File: src/rtl/backprop_sequencer.sv
`timescale 1ns/1ps
// backprop_sequencer
//   Control sequencer for one backpropagation pass through a layered network.
//   Walks the layers from the output layer down to layer 1. For every layer it
//   requests that layer's weights, issues one delta operation per neuron and
//   then one weight-update operation per neuron on a shared datapath.
//
// Ports
//   clk          : clock, all state changes on the rising edge
//   rst          : asynchronous active-high reset
//   start        : request a pass (accepted only in IDLE, DONE or ERR)
//   neuron_count : packed 32-bit neuron counts, slice 0 = input layer
//   wt_ready     : weights for wt_layer are loaded
//   dp_done      : datapath finished the current operation
//   wt_req       : level request for weights_<wt_layer>
//   wt_layer     : weight file index (layer_idx-1)
//   dp_start     : one-cycle datapath launch pulse
//   dp_mode      : 0 output delta, 1 hidden delta, 2 weight update
//   layer_idx    : target layer of the current operation
//   neuron_idx   : target neuron of the current operation
//   vlen         : vector length of the current operation
//   busy         : a pass is in progress
//   finished     : the last pass completed
//   error        : the last pass stopped on an invalid neuron count
module backprop_sequencer #(
    parameter int NR_LAYERS  = 2,
    parameter int MAXRESULTS = 15,
    parameter int MAXWEIGHTS = 784
) (
    input  logic                          clk,
    input  logic                          rst,
    input  logic                          start,
    input  logic [32*(NR_LAYERS+1)-1:0]   neuron_count,
    input  logic                          wt_ready,
    input  logic                          dp_done,
    output logic                          wt_req,
    output logic [31:0]                   wt_layer,
    output logic                          dp_start,
    output logic [1:0]                    dp_mode,
    output logic [31:0]                   layer_idx,
    output logic [31:0]                   neuron_idx,
    output logic [31:0]                   vlen,
    output logic                          busy,
    output logic                          finished,
    output logic                          error
);

    typedef enum logic [2:0] {
        IDLE, LOAD_W, ISSUE_D, WAIT_D, ISSUE_U, WAIT_U, DONE, ERR
    } state_t;

    state_t                        state, state_nx;
    logic [32*(NR_LAYERS+1)-1:0]   counts;
    logic [31:0]                   layer_nx, neuron_nx;
    logic                          load_counts;
    logic [31:0]                   cnt_cur, cnt_in, cnt_out;
    logic                          count_bad, more_neurons;

    // Bounds-safe lookup: indices outside 0..NR_LAYERS read as zero.
    function automatic logic [31:0] count_at(input logic [32*(NR_LAYERS+1)-1:0] c,
                                             input logic [31:0] idx);
        count_at = '0;
        for (int i = 0; i <= NR_LAYERS; i++) begin
            if (idx == 32'(i)) count_at = c[32*i +: 32];
        end
    endfunction

    // Counts come from the copy latched at start, so live input changes
    // cannot disturb a pass in progress.
    assign cnt_cur      = count_at(counts, layer_idx);
    assign cnt_in       = count_at(counts, layer_idx - 32'd1);
    assign cnt_out      = count_at(counts, layer_idx + 32'd1);
    assign count_bad    = (cnt_cur == 32'd0) || (cnt_cur > 32'(MAXRESULTS)) ||
                          (cnt_in == 32'd0)  || (cnt_in > 32'(MAXWEIGHTS));
    assign more_neurons = (neuron_idx + 32'd1) < cnt_cur;

    always_ff @(posedge clk or posedge rst) begin
        if (rst) begin
            state      <= IDLE;
            layer_idx  <= '0;
            neuron_idx <= '0;
            counts     <= '0;
        end else begin
            state      <= state_nx;
            layer_idx  <= layer_nx;
            neuron_idx <= neuron_nx;
            if (load_counts) counts <= neuron_count;
        end
    end

    always_comb begin
        state_nx    = state;
        layer_nx    = layer_idx;
        neuron_nx   = neuron_idx;
        load_counts = 1'b0;
        case (state)
            IDLE, DONE, ERR: begin
                if (start) begin
                    state_nx    = LOAD_W;
                    layer_nx    = 32'(NR_LAYERS);
                    neuron_nx   = '0;
                    load_counts = 1'b1;
                end
            end
            LOAD_W: begin
                // Count validation wins over a simultaneous wt_ready.
                if (count_bad)     state_nx = ERR;
                else if (wt_ready) state_nx = ISSUE_D;
            end
            ISSUE_D: state_nx = WAIT_D;
            WAIT_D: begin
                if (dp_done) begin
                    if (more_neurons) begin
                        neuron_nx = neuron_idx + 32'd1;
                        state_nx  = ISSUE_D;
                    end else begin
                        neuron_nx = '0;
                        state_nx  = ISSUE_U;
                    end
                end
            end
            ISSUE_U: state_nx = WAIT_U;
            WAIT_U: begin
                if (dp_done) begin
                    if (more_neurons) begin
                        neuron_nx = neuron_idx + 32'd1;
                        state_nx  = ISSUE_U;
                    end else if (layer_idx == 32'd1) begin
                        state_nx  = DONE;
                    end else begin
                        layer_nx  = layer_idx - 32'd1;
                        neuron_nx = '0;
                        state_nx  = LOAD_W;
                    end
                end
            end
            default: state_nx = IDLE;
        endcase
    end

    always_comb begin
        wt_req   = (state == LOAD_W);
        dp_start = (state == ISSUE_D) || (state == ISSUE_U);
        busy     = !((state == IDLE) || (state == DONE) || (state == ERR));
        finished = (state == DONE);
        error    = (state == ERR);
        // Guarded so the reset value of layer_idx maps to 0, not all-ones.
        wt_layer = (layer_idx == 32'd0) ? 32'd0 : layer_idx - 32'd1;
        dp_mode  = 2'd0;
        vlen     = '0;
        // Mode and length are a function of state and layer only, so they
        // cannot move between dp_start and the accepting dp_done.
        case (state)
            ISSUE_D, WAIT_D: begin
                if (layer_idx == 32'(NR_LAYERS)) begin
                    dp_mode = 2'd0;
                    vlen    = 32'd1;
                end else begin
                    dp_mode = 2'd1;
                    vlen    = cnt_out;
                end
            end
            ISSUE_U, WAIT_U: begin
                dp_mode = 2'd2;
                vlen    = cnt_in;
            end
            default: ;
        endcase
    end

endmodule

File: config.mk
export PLATFORM = sky130hd
export DESIGN_NAME = backprop_sequencer
export DESIGN_NICKNAME = d
export VERILOG_FILES = /design/src/rtl/backprop_sequencer.sv
export SDC_FILE = /design/constraint.sdc
export NUM_CORES = 1
export LEC_CHECK = 0
export CAP_MARGIN = 40
export CORE_MARGIN = 2
export CORE_UTILIZATION = 34
export CTS_CLUSTER_SIZE = 30
export DETAILED_ROUTE_END_ITERATION = 10
export MAX_ROUTING_LAYER = met4
export PLACE_DENSITY = 0.67
export SLEW_MARGIN = 20
export SYNTH_ARGS = -nofsm -noshare
export SYNTH_HDL_FRONTEND = slang
export SYNTH_SLANG_ARGS = --single-unit
export TNS_END_PERCENT = 1
File: constraint.sdc
create_clock -name clk -period 5.5 [get_ports clk]
set_input_delay 1.375 -clock clk [delete_from_list [all_inputs] [get_ports clk]]
set_output_delay 1.375 -clock clk [all_outputs]
set_load 0.01 [all_outputs]
==> qor.txt <==
PD cells -> 379 mW/mm^2
xor and xnor fraction of the mapped netlist area -> 0.0381
Worst-path clk slew -> 0.07 ns
max incr delay on CP -> 0.65 ns
first-pass GRT wire length -> 83800 um
mux contribution to synthesized area -> 0.00496
R2R Setup Slk -> 0.29 ns
crit path time final -> 5.49 ns
CP max stage cell -> or4_1
Hold/Removal Path Class -> reg2reg
hold path cells -> 2
R2R Path Start -> layer_idx[16]
dpl hpwl -> 40800 um
Clock Latency Late Sink -> 0.46 ns
Remaining DRCs -> 0
Synth Flop Type -> dfrtp_1
VDD IR max -> 252 uV
Port Buf Inserts -> 235
worst setup path class -> reg2out
worst hold endpoint -> neuron_idx[4]
met2 routed WL -> 24700 um
initial antenna violation count -> 1
outcome -> finished, final reports clean
Synth Register Bits -> 163
Worst setup EP type -> primary output
final global-route overflow total -> 0
placed cell count -> 2456
Mapped Nets -> 1901
highest clock rate -> 0.182 GHz
Root Driver -> clkbuf_16
Final setup viols -> 0
IO Count -> 236
CTS tree -> done
Nets -> 2105
Post-Syn Instances -> 1763
number of synthesized flops with an enable pin -> 0
final std cells w/o fill -> 2491
DR iter-0 viols -> 1727
FP Rows -> 71
full die area -> 0.0394 sq mm
Final Skew -> 0.0167 ns
Worst Path Arrival -> 4.11 ns
Synth Area in Adders -> 0.0360
asr flop ratio synth -> 1.00
final period utilization -> 0.998
WL met1 -> 24100 um
routability cong. -> 0.975
CP Launch Type -> register
Post-Synth Simple-Gate Area -> 0.291
Pins Over Slew Limit -> 0
floorplan core area -> 0.0375 sq mm
post-synthesis compound-gate area fraction -> 0.256
vias per cell -> 5.93
TritonRoute pass-1 iters -> 5
Synthesis Warnings -> 0
Critical Path RT -> 4.12 ns
Slew HR -> 0.331
layout cells sized above 1 -> 0.0899
vias -> 14800
worst-path maximum fanout -> 18
Tot GR Track Use -> 0.285
Synth Cell Area -> 0.0129 sq mm
Starting Density -> 0.343
largest net degree at the start of global routing -> 139
static leakage -> 7.46 nW
die height -> 198 um
Post-Route WL -> 55200 um
syn avg cell area -> 7.29 sq um
largest family of logic cells by synthesized area -> simple AND/OR/NAND/NOR gates
Die Span X -> 198 um
CP startpoint -> layer_idx[16]
Sink Count -> 163
Yosys cell types -> 77
Routed WL per cell -> 22.1 um
hold wc startpoint -> neuron_idx[4]
RR Endpoint -> neuron_idx[31]
sequential area share after synthesis -> 0.317
WL met3 -> 4510 um
R2R cell count -> 18
CTS max path bufs -> 2
Hold Fails Final Rpt -> 0
setup TNS -> 0 ns
H-tree Lvls -> 4
Antenna Nets Post-Route -> 0
top routing layer in use -> met4
Layout area overhead -> 31.9%
CTS Hold Bufs -> 0
RSZ-0062 raised after global routing -> yes
worst-margin pin slew -> 1.00 ns
Max Cap Viol -> 0
vias in the first global route -> 13800
crit-path cells -> buf_4 > inv_1 > or4_1 > nor4_2 > a21oi_1 > nor4_2 > buf_4 > nand2_1 > buf_12 > o211ai_1 > nand2_1 > clkdlybuf4s50_1
total CTS buffers -> 17
==> report_power, final <==
| group | internal (mW) | switching, mW |
|---|---|---|
| sequential | 1.54 | 0.718 |
| clock | 0.728 | 0.581 |
| combinational | 1.17 | 1.70 |
| total | 3.44 | 3.00 |
==> flip-flops by register name, indices dropped and copies added, names as in the netlist <==
signal,cells
counts,96
layer_idx,32
neuron_idx,32
state,3
==> through the flow <==
step | power [mW] | cell area (sq um) | util | worst slack, ns | hold slack (ns)
finish | 6.43 | 17000 | 0.453 | 0.0111 | 0.536
global placement | 4.97 | 16200 | 0.431 | 0.348 | 0.511
global route | 6.80 | 17000 | 0.453 | -0.178 | 0.568
CTS | 6.34 | 16800 | 0.449 | -0.0567 | 0.536
detailed placement | 5.02 | 16200 | 0.432 | 0.241 | 0.519
floorplan | 3.63 | 12900 | - | 0.288 | 0.482
==> cell usage in the layout, fill, tap and decap left out, types with 33 or more instances in the layout <==
cell and count:
buf_4 85, nand3_1 70, o21ai_0 148, ha_1 33, a221o_1 33, clkdlybuf4s50_1 210, dfrtp_1 161, nor3_1 42
xnor2_1 41, o211ai_1 71, nor2_1 107, a21oi_1 75, nand2_1 434
==> Yosys cell counts, drive strengths merged (11+ instances only) <==
library cell / instances / area, sq um
a21o: 13 / 97.6
o31ai: 28 / 210
dfrtp: 163 / 4080
o21ai: 154 / 774
clkbuf: 123 / 463
nand3: 70 / 350
ha: 37 / 463
nor2: 111 / 417
a221o: 33 / 330
inv: 35 / 131
and3: 16 / 100
or3: 17 / 106
xnor2: 41 / 359
nor4: 30 / 236
nand4: 29 / 181
a22oi: 15 / 113
o41ai: 12 / 113
buf: 27 / 131
o211ai: 71 / 533
a21oi: 75 / 375
nand2: 436 / 1640
xor2: 15 / 131
or4: 11 / 82.6
nor3: 44 / 220
==> area by class of cell <==
class / instances / area (sq um)
antenna: 1 / 2.50
clock buffer: 17 / 425
clock inverter: 14 / 186
fill: 3810 / 20500
inverter: 37 / 143
multi-input combinational: 1413 / 8190
sequential: 163 / 4080
tap: 511 / 639
timing repair buffer: 335 / 3300
==> worst max path at each step <==
| stage | endpoint | slack (ns) | cells after the start |
|---|---|---|---|
| 2_1_floorplan | neuron_idx[21] | 0.29 | 23 |
| 3_3_place_gp | vlen[22] | 0.35 | 12 |
| 3_5_place_dp | vlen[29] | 0.24 | 11 |
| 4_1_cts | vlen[22] | -0.06 | 13 |
| 5_1_grt | vlen[17] | -0.18 | 12 |
| 6_report | vlen[27] | 0.01 | 12 |
==> repair_timing <==
item,4_1_cts,5_1_grt
setup endpoints to repair,32,30
cloned,0,1
pin swaps,0,1
gates resized for setup,27,25
setup buffers,0,1
==> cells by family (layout without fill, tap and decap cells) <==
| group | Yosys count | after routing |
|---|---|---|
| buf+inv | 187 | 403 |
| simple gates | 821 | 821 |
| compound gates | 493 | 493 |
| flops | 163 | 163 |
| other cells | 0 | 1 |
| fa+ha+maj | 37 | 37 |
| xor+xnor | 56 | 56 |
| mux | 6 | 6 |
==> critical path: cells and delay by family (launching register included) <==
kind                   cells  cell delay (ns)
flip-flops                 1             0.34
buffers and inverters      5             1.21
AO/OA/AOI/OAI              2             0.45
AND/OR/NAND/NOR            5             1.64
==> per-layer routing <==
metal  track usage  up-vias
met4         0.103        0
met3        0.0512      113
met1         0.386     7052
met2         0.428      828
li1              -     6770
met5             -        -
Power figures use the tool's default switching activity.
